### src/rtl/pipe_control_if.sv
// Shared PC-select type and the datapath <-> pipeline-controller bundle.
// The controller side uses modport slave; the datapath/memory side uses modport master.
package pipe_control_pkg;
   typedef enum logic [1:0] {
      SEL_PC_NONE   = 2'd0,
      SEL_PC_SEQ    = 2'd1,
      SEL_PC_BRANCH = 2'd2,
      SEL_PC_JUMP   = 2'd3
   } sel_pc_t;
endpackage

interface pipe_control_if #(
   parameter int NUM_STALL_SRC = 2,
   parameter int ADDR_W        = 32
);
   logic [NUM_STALL_SRC-1:0]  done_i;
   pipe_control_pkg::sel_pc_t pc_sel_i;
   logic                      br_taken_i;
   logic [ADDR_W-1:0]         next_pc_i;
   logic                      halt_req_i;
   logic                      resume_i;
   logic                      fetch_stall_o;
   pipe_control_pkg::sel_pc_t pc_sel_o;
   logic                      br_taken_o;
   logic [ADDR_W-1:0]         next_pc_o;
   logic                      flush_o;
   logic [1:0]                state_o;
   logic [31:0]               stall_cnt_o;

   modport master (
      output done_i, pc_sel_i, br_taken_i, next_pc_i, halt_req_i, resume_i,
      input  fetch_stall_o, pc_sel_o, br_taken_o, next_pc_o, flush_o, state_o, stall_cnt_o
   );

   modport slave (
      input  done_i, pc_sel_i, br_taken_i, next_pc_i, halt_req_i, resume_i,
      output fetch_stall_o, pc_sel_o, br_taken_o, next_pc_o, flush_o, state_o, stall_cnt_o
   );
endinterface

### src/rtl/pipe_control.sv
// Pipeline sequencer: boot hold-off, memory stall gating, post-branch flush bubbles
// and halt/resume, plus a saturating count of stalled cycles.
module pipe_control #(
   parameter int              NUM_STALL_SRC = 2,
   parameter int              ADDR_W        = 32,
   parameter int              BOOT_CYCLES   = 1,
   parameter int              FLUSH_CYCLES  = 2,
   parameter logic [ADDR_W-1:0] RESET_PC    = '0
) (
   input  logic           clk,
   input  logic           rst_n,
   pipe_control_if.slave  bus
);
   import pipe_control_pkg::*;

   typedef enum logic [1:0] {
      ST_BOOT  = 2'd0,
      ST_RUN   = 2'd1,
      ST_FLUSH = 2'd2,
      ST_HALT  = 2'd3
   } state_t;

   state_t            state_reg, state_next;
   logic [7:0]        boot_cnt_reg, boot_cnt_next;
   logic [3:0]        flush_cnt_reg, flush_cnt_next;
   logic [ADDR_W-1:0] halt_pc_reg, halt_pc_next;
   logic [31:0]       stall_cnt_reg, stall_cnt_next;
   logic              busy;
   logic [31:0]       stall_cnt_inc;

   assign busy          = ~(&bus.done_i);
   assign stall_cnt_inc = (stall_cnt_reg == 32'hFFFF_FFFF) ? stall_cnt_reg : stall_cnt_reg + 32'd1;

   always_ff @(posedge clk or negedge rst_n) begin
      if (!rst_n) begin
         state_reg     <= ST_BOOT;
         boot_cnt_reg  <= 8'(BOOT_CYCLES);
         flush_cnt_reg <= 4'd0;
         halt_pc_reg   <= '0;
         stall_cnt_reg <= 32'd0;
      end else begin
         state_reg     <= state_next;
         boot_cnt_reg  <= boot_cnt_next;
         flush_cnt_reg <= flush_cnt_next;
         halt_pc_reg   <= halt_pc_next;
         stall_cnt_reg <= stall_cnt_next;
      end
   end

   always_comb begin
      state_next     = state_reg;
      boot_cnt_next  = boot_cnt_reg;
      flush_cnt_next = flush_cnt_reg;
      halt_pc_next   = halt_pc_reg;
      stall_cnt_next = stall_cnt_reg;
      case (state_reg)
         ST_BOOT: begin
            boot_cnt_next = boot_cnt_reg - 8'd1;
            if (boot_cnt_reg == 8'd1) state_next = ST_RUN;
         end
         ST_RUN: begin
            // A stalled cycle hides both branch and halt; branch beats halt otherwise.
            if (busy) begin
               stall_cnt_next = stall_cnt_inc;
            end else if (bus.br_taken_i) begin
               if (FLUSH_CYCLES > 0) begin
                  state_next     = ST_FLUSH;
                  flush_cnt_next = 4'(FLUSH_CYCLES);
               end
            end else if (bus.halt_req_i) begin
               state_next   = ST_HALT;
               halt_pc_next = bus.next_pc_i;
            end
         end
         ST_FLUSH: begin
            if (busy) begin
               stall_cnt_next = stall_cnt_inc;
            end else begin
               flush_cnt_next = flush_cnt_reg - 4'd1;
               if (flush_cnt_reg == 4'd1) state_next = ST_RUN;
            end
         end
         ST_HALT: begin
            if (bus.resume_i) state_next = ST_RUN;
         end
         default: state_next = ST_BOOT;
      endcase
   end

   always_comb begin
      bus.fetch_stall_o = 1'b1;
      bus.pc_sel_o      = SEL_PC_NONE;
      bus.br_taken_o    = 1'b0;
      bus.next_pc_o     = RESET_PC;
      bus.flush_o       = 1'b0;
      case (state_reg)
         ST_RUN: begin
            bus.fetch_stall_o = busy;
            bus.pc_sel_o      = bus.pc_sel_i;
            bus.br_taken_o    = bus.br_taken_i;
            bus.next_pc_o     = bus.next_pc_i;
         end
         ST_FLUSH: begin
            bus.fetch_stall_o = busy;
            bus.pc_sel_o      = bus.pc_sel_i;
            bus.next_pc_o     = bus.next_pc_i;
            bus.flush_o       = 1'b1;
         end
         ST_HALT: begin
            bus.next_pc_o = halt_pc_reg;
         end
         default: ;
      endcase
   end

   assign bus.state_o     = state_reg;
   assign bus.stall_cnt_o = stall_cnt_reg;
endmodule

### src/flat_wrapper.sv
// flat-port wrapper written by rule: the top's interface ports become plain ports
module pipe_control_flat import pipe_control_pkg::*;
#(
   parameter int              NUM_STALL_SRC = 2,
   parameter int              ADDR_W        = 32,
   parameter int              BOOT_CYCLES   = 1,
   parameter int              FLUSH_CYCLES  = 2,
   parameter logic [ADDR_W-1:0] RESET_PC    = '0
)
  (clk, rst_n, bus_done_i, bus_pc_sel_i, bus_br_taken_i, bus_next_pc_i, bus_halt_req_i, bus_resume_i, bus_fetch_stall_o, bus_pc_sel_o, bus_br_taken_o, bus_next_pc_o, bus_flush_o, bus_state_o, bus_stall_cnt_o);
  pipe_control_if #(.NUM_STALL_SRC(NUM_STALL_SRC), .ADDR_W(ADDR_W)) bus_i ();
  input  logic clk;
  input  logic rst_n;
  input wire logic [$bits(bus_i.done_i)-1:0] bus_done_i;
  input wire logic [$bits(bus_i.pc_sel_i)-1:0] bus_pc_sel_i;
  input wire logic [$bits(bus_i.br_taken_i)-1:0] bus_br_taken_i;
  input wire logic [$bits(bus_i.next_pc_i)-1:0] bus_next_pc_i;
  input wire logic [$bits(bus_i.halt_req_i)-1:0] bus_halt_req_i;
  input wire logic [$bits(bus_i.resume_i)-1:0] bus_resume_i;
  output wire logic [$bits(bus_i.fetch_stall_o)-1:0] bus_fetch_stall_o;
  output wire logic [$bits(bus_i.pc_sel_o)-1:0] bus_pc_sel_o;
  output wire logic [$bits(bus_i.br_taken_o)-1:0] bus_br_taken_o;
  output wire logic [$bits(bus_i.next_pc_o)-1:0] bus_next_pc_o;
  output wire logic [$bits(bus_i.flush_o)-1:0] bus_flush_o;
  output wire logic [$bits(bus_i.state_o)-1:0] bus_state_o;
  output wire logic [$bits(bus_i.stall_cnt_o)-1:0] bus_stall_cnt_o;
  assign bus_i.done_i = bus_done_i;
  assign bus_i.pc_sel_i = bus_pc_sel_i;
  assign bus_i.br_taken_i = bus_br_taken_i;
  assign bus_i.next_pc_i = bus_next_pc_i;
  assign bus_i.halt_req_i = bus_halt_req_i;
  assign bus_i.resume_i = bus_resume_i;
  assign bus_fetch_stall_o = bus_i.fetch_stall_o;
  assign bus_pc_sel_o = bus_i.pc_sel_o;
  assign bus_br_taken_o = bus_i.br_taken_o;
  assign bus_next_pc_o = bus_i.next_pc_o;
  assign bus_flush_o = bus_i.flush_o;
  assign bus_state_o = bus_i.state_o;
  assign bus_stall_cnt_o = bus_i.stall_cnt_o;
  pipe_control #(.NUM_STALL_SRC(NUM_STALL_SRC), .ADDR_W(ADDR_W), .BOOT_CYCLES(BOOT_CYCLES), .FLUSH_CYCLES(FLUSH_CYCLES), .RESET_PC(RESET_PC)) u_core (.clk(clk), .rst_n(rst_n), .bus(bus_i));
endmodule
### config.mk
export PLATFORM = sky130hd
export DESIGN_NAME = pipe_control_flat
export DESIGN_NICKNAME = d
export VERILOG_FILES = /design/src/rtl/pipe_control_if.sv /design/src/rtl/pipe_control.sv /design/src/flat_wrapper.sv
export SDC_FILE = /design/constraint.sdc
export NUM_CORES = 1
export LEC_CHECK = 0
export CORE_MARGIN = 1.5
export CORE_UTILIZATION = 44
export DETAILED_ROUTE_END_ITERATION = 10
export GPL_TIMING_DRIVEN = 0
export PLACE_DENSITY_LB_ADDON = 0.2
export SLEW_MARGIN = 20
export SYNTH_ARGS = -nofsm -noshare
export SYNTH_HDL_FRONTEND = slang
export SYNTH_SLANG_ARGS = --single-unit
### constraint.sdc
create_clock -name clk -period 1.95 [get_ports clk]
set_input_delay 0.39 -clock clk [delete_from_list [all_inputs] [get_ports clk]]
set_output_delay 0.39 -clock clk [all_outputs]
set_load 0.05 [all_outputs]
==> results list, run 1 <==
* Switching power: 5.603 mW
- Setup violations remaining at the end of the flow were counted as 46.
- Share of the clock period used by the worst path: 1.142
- Total number of vias: 3624
- Counting flops with a built-in enable in the synthesized netlist gives 0.
- Wire length of the first global-routing pass: 17680 µm
- The flow ran to the end, but the final reports show violations.
- met2 is the most crowded layer.
- The root buffer cell chosen for the clock tree is sky130_fd_sc_hd__clkbuf_8.
* Count of state elements after synthesis: 78
- Arrival time at the worst endpoint: 1.84 ns
- After clock tree synthesis, the clock-pin slew on the worst setup and hold paths is 0.09 ns.
* Yosys top cell area share: 0.4752
- The initial antenna violation count came to 0.
* Startpoint types: flip-flop
- TritonCTS built the clock tree.
- The first detailed-routing pass ran for 8 iterations.
* Largest net degree at the start of global routing: 48
* Total area of multi-input combinational cells: 0.002559 mm²
* Slew at the pin closest to its max-slew limit: 0.5828 ns
- The total overflow left after global routing is 0.
* CP endpoint kind: output port
- Min Tclk post-route: 2.227 ns
- Average wire length per cell after detail routing: 17.57 µm
* Share of the yosys chip area belonging to registers: 0.4816
- In this run the power density over the cells is 1801 mW/mm².
* Post-layout worst setup margin: -0.2775 ns
- Area growth from synthesis to final layout: 63.53%
- Starting Density: 0.4605
- Hold violation count in the final report: 0
- Critical Path, Cell by Cell: inv_2 > ha_4 > clkbuf_16 > clkbuf_16 > a22oi_2 > nor2_4 > buf_8
- Pint: 6.343 mW
* Total standard cell area after synthesis: 0.004055 mm²
- Counting the fill cells in the layout gives 607.
* I/O Pins: 112
* Library cells used by synthesis: 41
- Total of buffers placed on input and output ports: 111
- DRC violations left: 10
- Post-Route Utilization: 0.7531
- TritonCTS created 9 clock buffers.
- Highest ir drop seen on vdd: 1.059 mV
* Overall fraction of global-route tracks in use: 0.2314
* Total nets after synthesis: 438
- RSZ-0062 raised after global routing: true
- The floorplan step set the die width to 99 µm.
- Data required time at the worst endpoint: 1.56 ns
- In this run the worst path has a maximum fanout of 8.
- Initial detailed-routing violation count: 97
- The congestion estimate from routability-driven global placement came to 0.8028.
* CTS H-Tree Depth: 3
- For met1 alone, demand over resource in global routing was 0.3042.
* Worst setup path category: reg -> out
- Across the run, the number of max-cap violations was 0.
- Met3 usage: 0.03688
- The top cell types in the final layout, fill and taps aside, are sky130_fd_sc_hd__dfrtp_1, sky130_fd_sc_hd__clkdlybuf4s50_1, sky130_fd_sc_hd__mux2_2, sky130_fd_sc_hd__nor2_4, sky130_fd_sc_hd__dlygate4sd2_1.
* Deepest clock path buffer count: 2
- Synth Area per Inst: 10.45 µm²
- Vertical die dimension: 99 µm
* Leakage: 2.940 nW
* Cells after synthesis: 388
* Relative contribution of combinational cells to total power: 0.680
- Of the total power, the clock network draws 0.099.
- Number of global-route vias before repair: 3582
- Violations in the final reports: design-rule violations, negative setup slack
- 0 antenna diodes ended up in the layout.
* Site row count: 34
- For this block, the routed nets add up to 11440 µm of wire.
- Of the cells placed in the final design, the portion with a size suffix greater than 1 is 0.4862.
- Most instantiated flip-flop cell in the synthesis netlist: sky130_fd_sc_hd__dfrtp_1
- Final clock skew: 0.008924 ns
- Synth warnings: 0
* Cell type contributing the most total cell area after synthesis: sky130_fd_sc_hd__dfrtp_1
- Number of nets in the layout: 588
* Floorplan die area: 0.009801 mm²
- Relative slew margins: 0.6060
- Highest achievable clock rate: 0.4489 GHz
- Critical-path cell with the highest stage delay: sky130_fd_sc_hd__dfrtp_2
- In the routed layout, each cell is associated on average with a via count of 5.567.
* Remaining number of nets flagged by the antenna check after routing: 0
- Fin Hold WS: 0.4810 ns
- Core region area: 0.008806 mm²
- Ranked by total cell area, the synthesized netlist is headed by sky130_fd_sc_hd__dfrtp_1, sky130_fd_sc_hd__mux2_2, sky130_fd_sc_hd__a22oi_1, sky130_fd_sc_hd__xor2_1, sky130_fd_sc_hd__nor2_1.
- Summed over all nets, the half-perimeter wirelength after detailed placement is 7510 µm.
- Combined flip-flop and latch cell area: 0.001983 mm²
- Of the total power, the share spent switching nets is 0.4690.
- Max stage delay on crit path: 0.42 ns
- Critical path buffers and inverters: 4
- The library cell used most frequently in the layout, excluding fill and tap cells, is sky130_fd_sc_hd__dfrtp_1.
- Sequential fraction of design power: 0.221
- After layout, the design draws a total of 11.95 mW.
* Fin. max-slew vios: 0
- Path class of the lowest-slack min-delay path: reg -> reg
- Total clock sinks: 78
* Cell with the most instances on the worst path: sky130_fd_sc_hd__clkbuf_16
- For met2 alone, demand over resource in global routing was 0.3920.
- Clock latency on the worst-skew pair, taken at its later pin, is 0.35 ns.
- Counting flops with an async set or reset pin after synthesis yields a share of 1.000.
- Cell type group with the largest total delay on the critical path: buffers and inverters
==> logic make-up (layout without fill, tap and decap cells) <==
kind of cell	after synthesis	count (layout)	synth area share
xor gates and xnor gates	35	35	0.07560
AOI/OAI and AO/OA	49	49	0.08763
adders and majority gates	9	9	0.02777
muxes	39	39	0.1074
buffers and inverters	29	184	0.03240
and+or+nand+nor	149	149	0.1876
DFF	78	78	0.4816
==> synth_stat cells, drive strengths merged (2+ instances only) <==
library cell / instances
nor3: 14
nand2: 29
a22oi: 34
nand2b: 2
nor4b: 4
nor4: 6
a22o: 2
clkbuf: 14
nand4: 9
xor2: 21
dfrtp: 77
and2: 5
xnor2: 14
nor2: 47
nand3: 20
buf: 7
and4: 4
a21oi: 3
o21ai: 6
mux2i: 3
ha: 9
inv: 8
mux2: 36
and3: 6
==> final timing paths <==
check                                                         from                                endpoint  slack, ns  cells past startpoint
worst max-delay path             u_core.bus.state_o[0]$_DFFE_PN0P_                       bus_next_pc_o[11]      -0.28                      7
worst min-delay path            u_core.boot_cnt_reg[7]$_DFFE_PN0P_      u_core.boot_cnt_reg[7]$_DFFE_PN0P_       0.48                      1
worst max register to register   u_core.bus.state_o[1]$_DFFE_PN0P_  u_core.bus.stall_cnt_o[14]$_DFFE_PN0P_      -0.07                      8
worst min register to register  u_core.boot_cnt_reg[7]$_DFFE_PN0P_      u_core.boot_cnt_reg[7]$_DFFE_PN0P_       0.48                      1
max in group asynchronous                                    rst_n      u_core.boot_cnt_reg[0]$_DFFE_PN1P_       0.81                      3
min in group asynchronous                                    rst_n      u_core.halt_pc_reg[14]$_DFFE_PN0P_       0.52                      2
==> power groups by stage <==
| stage | Combinational [mW] | Clock [mW] | Sequential, mW |
|---|---|---|---|
| after global placement | 6.91 | 0 | 2.61 |
| after detailed placement | 7.03 | 0 | 2.66 |
| after global routing | 8.48 | 1.30 | 2.71 |
| after CTS | 7.94 | 1.21 | 2.63 |
| final | 8.12 | 1.19 | 2.64 |
| after floorplan | 4.98 | 0 | 2.86 |
==> metal layers <==
| layer | vias up | routed length, µm |
|---|---|---|
| met3 | 19 | 542 |
| met5 | - | 0 |
| met4 | 0 | 218 |
| met1 | 1802 | 4896 |
| li1 | 1677 | - |
| met2 | 126 | 5779 |
==> final cells by class <==
type,count,area share
Buffer,18,0.04113
Clock buffer,10,0.01925
Clock inverter,6,0.009434
Inverter,8,0.004528
Multi-Input combinational cell,281,0.3858
Sequential cell,78,0.2991
Tap cell,108,0.02038
Timing Repair Buffer,142,0.2204
==> worst register-to-register path, stage by stage, from the launching register on <==
cell and delay [ns]:
sky130_fd_sc_hd__dfrtp_2 0.38, sky130_fd_sc_hd__inv_2 0.06, sky130_fd_sc_hd__ha_4 0.28, sky130_fd_sc_hd__buf_4 0.12
sky130_fd_sc_hd__buf_4 0.13, sky130_fd_sc_hd__nor4b_4 0.30, sky130_fd_sc_hd__a21boi_4 0.34, sky130_fd_sc_hd__nand4_1 0.14
sky130_fd_sc_hd__xnor2_1 0.15
==> what timing repair did <==
action,4_1_cts,5_1_grt
resized for setup,328,33
cloned,3,1
endpoints found under the setup margin,109,88
hold buffers,1,0
hold endpoints to repair,17,0
pin swaps,56,45
setup buffers,13,12
==> metrics by stage <==
| step | TNS (ns) | setup slack [ns] | instance area, µm² | cells |
|---|---|---|---|---|
| 2_1_floorplan | -4.083 | -0.1497 | 4611 | 388 |
| 3_3_place_gp | -216.97 | -2.570 | 5857 | 607 |
| 3_5_place_dp | -34.85 | -0.6736 | 5882 | 608 |
| 4_1_cts | -9.038 | -0.2956 | 6389 | 638 |
| 5_1_grt | -12.35 | -0.3402 | 6631 | 651 |
| 6_report | -8.882 | -0.2775 | 6631 | 651 |
Note: power is estimated with default switching activity, not from simulation.
==> inputs of run 2 (changes only) <==
TNS_END_PERCENT = 10   (was default)
==> run 2 against run 1 <==
Against the previous run: the flow still finishes with violations (design-rule violations, negative setup slack); largest power group unchanged; combinational power is 7.8% lower; via count is 4.0% lower; cell count is 2.6% lower; highest routed layer unchanged.
==> results list, run 2 (same netlist as run 1, synthesis figures left out) <==
- The total congestion overflow after global routing came to 0 (unchanged).
- The initial core utilization is 0.4605 (unchanged).
- Total of buffers placed on input and output ports: 111 (unchanged)
- Ratio of cells with drive above 1 in the final layout: 0.4125 (was 0.4862)
- I/O Pins: 112 (unchanged)
- The maximum vdd drop is 1.042 mV (was 1.059 mV).
- The number of buffers added by the clock tree synthesis step was 9 (unchanged).
* Highest achievable clock rate: 0.4520 GHz (was 0.4489 GHz)
- Data required time at the worst endpoint: 1.56 ns (about the same)
- Initial antenna violation count: 0 (unchanged)
- Total clock sinks: 78 (unchanged)
* Post-Layout Inst Area: 0.006285 mm² (was 0.006631 mm²)
* Floorplan die area: 0.009801 mm² (unchanged)
* Startpoint types: flip-flop (unchanged)
- The worst setup timing slack at the placement stage was -0.8665 ns (was -0.6736 ns).
* Final clock skew: 0.009990 ns (was 0.008924 ns)
- Number of maximum-capacitance violations: 0 (unchanged)
* Remaining number of nets flagged by the antenna check after routing: 0 (unchanged)
- The DRC violation count after routing came to 10 (unchanged).
* Slew at the pin closest to its max-slew limit: 0.6532 ns (was 0.5828 ns)
- Relative contribution of combinational cells to total power: 0.652 (was 0.680)
- The final routed wirelength across all metal layers is 10750 µm (was 11440 µm).
- The clock transition time at the flip-flop clock pins of the worst setup and hold paths came to 0.08 ns (was 0.09 ns).
- Wire length of the first global-routing pass: 17360 µm (was 17680 µm)
- Deepest clock path buffer count: 2 (unchanged)
* Worst setup path category: reg -> out (unchanged)
- The maximum net fanout on the critical path came to 7 (was 8).
- Site row count: 34 (unchanged)
- Switching power: 5.431 mW (was 5.603 mW)
* Clock tree from TritonCTS: yes (unchanged)
- The final hold violation count is 0 (unchanged).
- Min Tclk post-route: 2.212 ns (was 2.227 ns)
- Most common cell after layout, fill and taps aside: sky130_fd_sc_hd__dfrtp_1 (unchanged)
* Number of nets in the layout: 571 (was 588)
- 1st-pass router iterations: 8 (unchanged)
* Path class of the lowest-slack min-delay path: in -> async (was reg -> reg)
* Placed standard-cell area: 0.005841 mm² (was 0.005882 mm²)
* Weighted congestion at the end of routability-driven global placement: 0.8090 (was 0.8028)
- The DRC violation total after the first TritonRoute iteration came to 110 (was 97).
- The average vias per placed instance was 5.487 (was 5.567).
* Skew-Pair Late Insertion Delay: 0.36 ns (was 0.35 ns)
- The capturing element type of the critical path is an output port (unchanged).
- Arrival time at the worst endpoint: 1.82 ns (was 1.84 ns)
- The summed negative setup slack over all endpoints is -7.621 ns (was -8.882 ns).
- The layout overhead on the synthesized area is 54.98% (was 63.53%).
* Number of global-route vias before repair: 3555 (was 3582)
- Result of the run: finished, violations left (unchanged)
* Total number of vias: 3479 (was 3624)
- Overall fraction of global-route tracks in use: 0.2224 (was 0.2314)
* Largest net degree at the start of global routing: 57 (was 48)
- Number of setup violations in the final report: 36 (was 46)
- Sequential fraction of design power: 0.229 (was 0.221)
- Most frequent cells in the layout: sky130_fd_sc_hd__dfrtp_1, sky130_fd_sc_hd__clkdlybuf4s50_1, sky130_fd_sc_hd__mux2_2, sky130_fd_sc_hd__dlygate4sd2_1, sky130_fd_sc_hd__nor2_4 (was sky130_fd_sc_hd__dfrtp_1, sky130_fd_sc_hd__clkdlybuf4s50_1, sky130_fd_sc_hd__mux2_2, sky130_fd_sc_hd__nor2_4, sky130_fd_sc_hd__dlygate4sd2_1).
* Core region area: 0.008806 mm² (unchanged)
* Post-Route Utilization: 0.7137 (was 0.7531)
- The count of inserted antenna diode cells is 0 (unchanged).
- Die span in x: 99 µm (unchanged)
* Relative slew margins: 0.5584 (was 0.6060)
- The detailed placement HPWL is 7569 µm (was 7510 µm).
- Post-layout worst setup margin: -0.2622 ns (was -0.2775 ns)
- The max-slew violation count is 0 (unchanged).
* Cell Pwr Density: 1827 mW/mm² (was 1801 mW/mm²)
- Share of the clock period used by the worst path: 1.134 (was 1.142)
- Clock network fraction of total power: 0.119 (was 0.099)
- The switching part of the total power was 0.4728 (was 0.4690).
- The wire length per cell was 16.95 µm (was 17.57 µm).
- Reg2Reg Depth: 8 (unchanged)
* Pint: 6.055 mW (was 6.343 mW)
* Leakage: 2.806 nW (was 2.940 nW)
* CTS H-Tree Depth: 3 (unchanged)
- RSZ-0062 raised after global routing: true (unchanged)
- Violations in the final reports: design-rule violations, negative setup slack (unchanged)
- The buffer cell driving the clock tree root was sky130_fd_sc_hd__clkbuf_8 (unchanged).
- Design Power: 11.49 mW (was 11.95 mW)
- Vertical die dimension: 99 µm (unchanged)
[run 2: worst paths after layout]
path                                                    start                                      to  slack [ns]
max                         u_core.bus.state_o[0]$_DFFE_PN0P_                        bus_next_pc_o[5]       -0.26
min reg2reg                u_core.boot_cnt_reg[7]$_DFFE_PN0P_      u_core.boot_cnt_reg[7]$_DFFE_PN0P_        0.49
min in group clk           u_core.boot_cnt_reg[7]$_DFFE_PN0P_      u_core.boot_cnt_reg[7]$_DFFE_PN0P_        0.49
max in group asynchronous                               rst_n      u_core.boot_cnt_reg[0]$_DFFE_PN1P_        0.86
max reg2reg                 u_core.bus.state_o[0]$_DFFE_PN0P_  u_core.bus.stall_cnt_o[30]$_DFFE_PN0P_       -0.02
min                                                     rst_n  u_core.bus.stall_cnt_o[13]$_DFFE_PN0P_        0.48
[run 2: final cells by class]
type	count	area [µm²]
timing repair buffer	125	1239
clock inverter	5	82.58
tap	108	135.1
sequential	78	1966
buffer	18	225.2
multi-input combinational	281	2466
inverter	8	30.03
fill	649	2521
clock buffer	11	141.4
[run 2: worst max-delay path, stage by stage, from the launching register on]
cell,delay [ns]
sky130_fd_sc_hd__dfrtp_2,0.42
sky130_fd_sc_hd__inv_2,0.08
sky130_fd_sc_hd__ha_4,0.21
sky130_fd_sc_hd__clkbuf_16,0.17
sky130_fd_sc_hd__clkbuf_8,0.16
sky130_fd_sc_hd__a22oi_2,0.20
sky130_fd_sc_hd__nor2_4,0.05
sky130_fd_sc_hd__buf_4,0.19
[run 2: timing repair]
item,4_1_cts,5_1_grt
hold buffers,1,0
resized for setup,299,22
pin swaps,31,28
endpoints found under the hold margin,22,0
endpoints found under the setup margin,123,80
gates cloned,3,0
setup buffers,7,2
[run 2: layer usage]
metal,wire length (µm),GRT usage,up-vias
met5,0,0,-
met4,170,0.08571,0
met3,720,0.03830,14
met2,5301,0.3804,128
met1,4554,0.2817,1685
li1,-,-,1652
[run 2: power by group through the flow]
stage / clock network, mW / logic, mW / registers, mW
after floorplan: 0 / 4.93 / 2.85
after global placement: 0 / 6.87 / 2.61
after detailed placement: 0 / 6.98 / 2.66
after CTS: 1.39 / 7.46 / 2.62
after global routing: 1.46 / 7.87 / 2.68
final: 1.36 / 7.49 / 2.63
[run 2: per-stage QoR]
stage / hold slack (ns) / cells
2_1_floorplan: 0.09441 / 388
3_3_place_gp: 0.4669 / 607
3_5_place_dp: 0.3130 / 608
4_1_cts: 0.4719 / 632
5_1_grt: 0.5018 / 634
6_report: 0.4764 / 634
==> inputs of run 3 (changes only) <==
clock period = 1.85 ns   (was 1.95 ns; I/O delays follow)
==> run 3 against run 2 <==
Against the previous run: the run still ends with design-rule violations, negative setup slack left; routed wire length is 4.4% higher; cell area is 1.4% higher; non-clock buffer count is 3 higher; via count is 1.7% higher; register-to-register slack worse by 0.08 ns; critical path depth stayed put; critical path type unchanged; highest routed layer unchanged.
==> results list, run 3 (same netlist as run 1, synthesis figures left out) <==
- Result of the run: finished, violations left (unchanged)
- Violations in the final reports: design-rule violations, negative setup slack (unchanged)
- The clock tree from TritonCTS was yes (unchanged).
* Total number of vias: 3537 (was 3479)
* Die span in x: 99 µm (unchanged)
- The critical path data required time is 1.48 ns (was 1.56 ns).
- The routability congestion estimate from global placement was 0.7946 (was 0.8090).
- Clock-pin slew of the registers on the worst-case setup and hold paths: 0.08 ns (about the same)
- The path category of the worst min-delay check is reg -> reg (was in -> async).
* Relative slew margins: 0.6332 (was 0.5584)
- The detailed placement HPWL was 7577 µm (was 7569 µm).
- RSZ-0062 raised after global routing: true (unchanged).
* Leakage: 2.835 nW (was 2.806 nW)
- The initial antenna violation count is 0 (unchanged).
- Post-layout worst setup margin: -0.3696 ns (was -0.2622 ns)
- Remaining number of nets flagged by the antenna check after routing: 0 (unchanged)
- The number of buffers added by the clock tree synthesis step was 9 (unchanged).
- The number of standard-cell rows in the floorplan was 34 (unchanged).
- The via count of the first global-routing pass was 3621 (was 3555).
* Number of maximum-capacitance violations: 0 (unchanged)
* Initial detailed-routing violation count: 106 (was 110)
- Pint: 6.563 mW (was 6.055 mW)
- The first-pass iteration count of the detailed router is 7 (was 8).
- The transition time at the pin with the least slew margin is 0.5488 ns (was 0.6532 ns).
- Worst setup path category: reg -> out (unchanged)
* Overflow left after global routing: 0 (unchanged)
* Routed wire length: 11220 µm (was 10750 µm)
* Average wire length per cell after detail routing: 17.62 µm (was 16.95 µm)
- The wire length of the first global-routing pass was 17990 µm (was 17360 µm).
- CTS H-Tree Depth: 3 (unchanged)
- The overall routing resource usage came to 0.2304 (was 0.2224).
- Ratio of cells with drive above 1 in the final layout: 0.4310 (was 0.4125)
- Placement-stage worst setup slack: -0.9342 ns (was -0.8665 ns)
- Hold violation count in the final report: 0 (unchanged)
* Sequential fraction of design power: 0.226 (was 0.229)
* Total of buffers placed on input and output ports: 111 (unchanged)
- The top-level I/O count came to 112 (unchanged).
- Clk Tree Root Cell: sky130_fd_sc_hd__clkbuf_8 (unchanged)
- The count of inserted antenna diode cells is 0 (unchanged).
- Net switching share of the total power: 0.4713 (was 0.4728)
* # placed instances: 608 (unchanged)
* Min Tclk post-route: 2.220 ns
* Final clock skew: 0.01133 ns (was 0.009990 ns)
- The maximum vdd drop was 1.111 mV (was 1.042 mV).
- The maximum net fanout on the critical path is 8 (was 7).
* Starting Density: 0.4605 (unchanged)
- Relative contribution of combinational cells to total power: 0.657 (was 0.652)
- The number of cells in the finished layout apart from fillers came to 637 (was 634).
- Filler Cells Inserted: 643 (was 649)
- The clock sink count was 78 (unchanged).
- Number of nets in the layout: 574 (was 571)
- The power spent charging and discharging nets came to 5.851 mW (was 5.431 mW).
* Design Power: 12.41 mW (was 11.49 mW)
- Largest net degree at the start of global routing: 45 (was 57)
- Highest achievable clock rate: 0.4505 GHz
- Area growth from synthesis to final layout: 57.11% (was 54.98%)
- Cell Pwr Density: 1948 mW/mm² (was 1827 mW/mm²)
- Skew-Pair Late Insertion Delay: 0.35 ns (was 0.36 ns)
- The die height came to 99 µm (unchanged).
* Floorplan die area: 0.009801 mm² (unchanged)
- The most frequent standard cell in the layout excluding fill and tap cells was sky130_fd_sc_hd__dfrtp_1 (unchanged).
- Clock network fraction of total power: 0.117 (was 0.119)
* Share of the clock period used by the worst path: 1.200
* Number of setup violations in the final report: 45 (was 36)
* DRC violations left: 11 (was 10)
* Startpoint types: flip-flop (unchanged)
* Deepest clock path buffer count: 2 (unchanged)
- Arrival time at the worst endpoint: 1.85 ns (was 1.82 ns)
* Fin. max-slew vios: 0 (unchanged)
- Core region area: 0.008806 mm² (unchanged)
- CP endpoint kind: output port (unchanged)
- Most frequent cells in the layout: sky130_fd_sc_hd__dfrtp_1, sky130_fd_sc_hd__clkdlybuf4s50_1, sky130_fd_sc_hd__mux2_2, sky130_fd_sc_hd__dlygate4sd2_1 (was sky130_fd_sc_hd__dfrtp_1, sky130_fd_sc_hd__clkdlybuf4s50_1, sky130_fd_sc_hd__mux2_2, sky130_fd_sc_hd__dlygate4sd2_1, sky130_fd_sc_hd__nor2_4).
- Mean number of vias per cell: 5.553 (was 5.487)
run 3: cell types whose count changed in the layout (fill, tap and decap cells not counted), moves of 2 or more:
| cell | change |
|---|---|
| sky130_fd_sc_hd__dfrtp_2 | +5 |
| sky130_fd_sc_hd__clkbuf_16 | +2 |
| sky130_fd_sc_hd__o21ai_1 | +2 |
| sky130_fd_sc_hd__o21ai_0 | -2 |
| sky130_fd_sc_hd__dfrtp_1 | -5 |
| sky130_fd_sc_hd__buf_4 | +2 |
run 3: final cells by class:
type	count	area [µm²]	area share
Buffer	18	251.5	0.03947
Clock buffer	11	141.4	0.02219
Clock inverter	5	83.83	0.01316
Inverter	8	30.03	0.004713
Multi-Input combinational cell	281	2490	0.3908
Sequential cell	78	1972	0.3095
Tap cell	108	135.1	0.02121
Timing Repair Buffer	128	1267	0.1989
run 3: worst max-delay path, stage by stage, from the launching register on:
cell and delay, ns:
sky130_fd_sc_hd__dfrtp_2 0.43, sky130_fd_sc_hd__inv_2 0.08, sky130_fd_sc_hd__ha_4 0.21, sky130_fd_sc_hd__clkbuf_16 0.17, sky130_fd_sc_hd__clkbuf_8 0.16, sky130_fd_sc_hd__a22oi_2 0.20
sky130_fd_sc_hd__nor2_4 0.05, sky130_fd_sc_hd__buf_4 0.19
run 3: path summary, 6_finish.rpt:
kind,startpoint,end,slack [ns],cells after the start
max,u_core.bus.state_o[0]$_DFFE_PN0P_,bus_next_pc_o[5],-0.37,7
min,u_core.boot_cnt_reg[7]$_DFFE_PN0P_,u_core.boot_cnt_reg[7]$_DFFE_PN0P_,0.48,1
max reg2reg,u_core.bus.state_o[0]$_DFFE_PN0P_,u_core.bus.stall_cnt_o[30]$_DFFE_PN0P_,-0.10,7
min reg2reg,u_core.boot_cnt_reg[7]$_DFFE_PN0P_,u_core.boot_cnt_reg[7]$_DFFE_PN0P_,0.48,1
max in group asynchronous,rst_n,u_core.boot_cnt_reg[0]$_DFFE_PN1P_,0.69,3
min in group asynchronous,rst_n,u_core.halt_pc_reg[4]$_DFFE_PN0P_,0.53,2
run 3: layer usage:
layer | wire [µm] | vias up | GRT usage
met3 | 517 | 12 | 0.03050
met5 | 0 | - | 0
li1 | - | 1662 | -
met2 | 5744 | 113 | 0.4080
met1 | 4838 | 1750 | 0.2967
met4 | 121 | 0 | 0.06264
run 3: what timing repair did:
action | 4_1_cts | 5_1_grt
buffers inserted | 10 | 2
cloned | 3 | 0
gates resized for setup | 307 | 27
hold buffers | 1 | 0
endpoints found under the setup margin | 125 | 99
pin swaps | 32 | 25
hold endpoints to repair | 34 | 0
run 3: power by group through the flow:
| stage | registers [mW] | logic [mW] | clock network, mW |
|---|---|---|---|
| after floorplan | 3.01 | 5.19 | 0 |
| after global placement | 2.76 | 7.24 | 0 |
| after detailed placement | 2.80 | 7.38 | 0 |
| after CTS | 2.76 | 8.05 | 1.48 |
| after global routing | 2.87 | 8.56 | 1.54 |
| final | 2.80 | 8.16 | 1.45 |
run 3: stage by stage:
step                TNS [ns]  hold slack [ns]  area (µm²)  utilization
finish                -11.82           0.4811        6371       0.7235
CTS                   -13.01           0.4870        6279       0.7130
detailed placement    -54.08           0.3622        5846       0.6638
floorplan             -14.81          0.07441        4574            -
global route          -17.02           0.5013        6371       0.7235
global placement     -239.63           0.4614        5821       0.6610
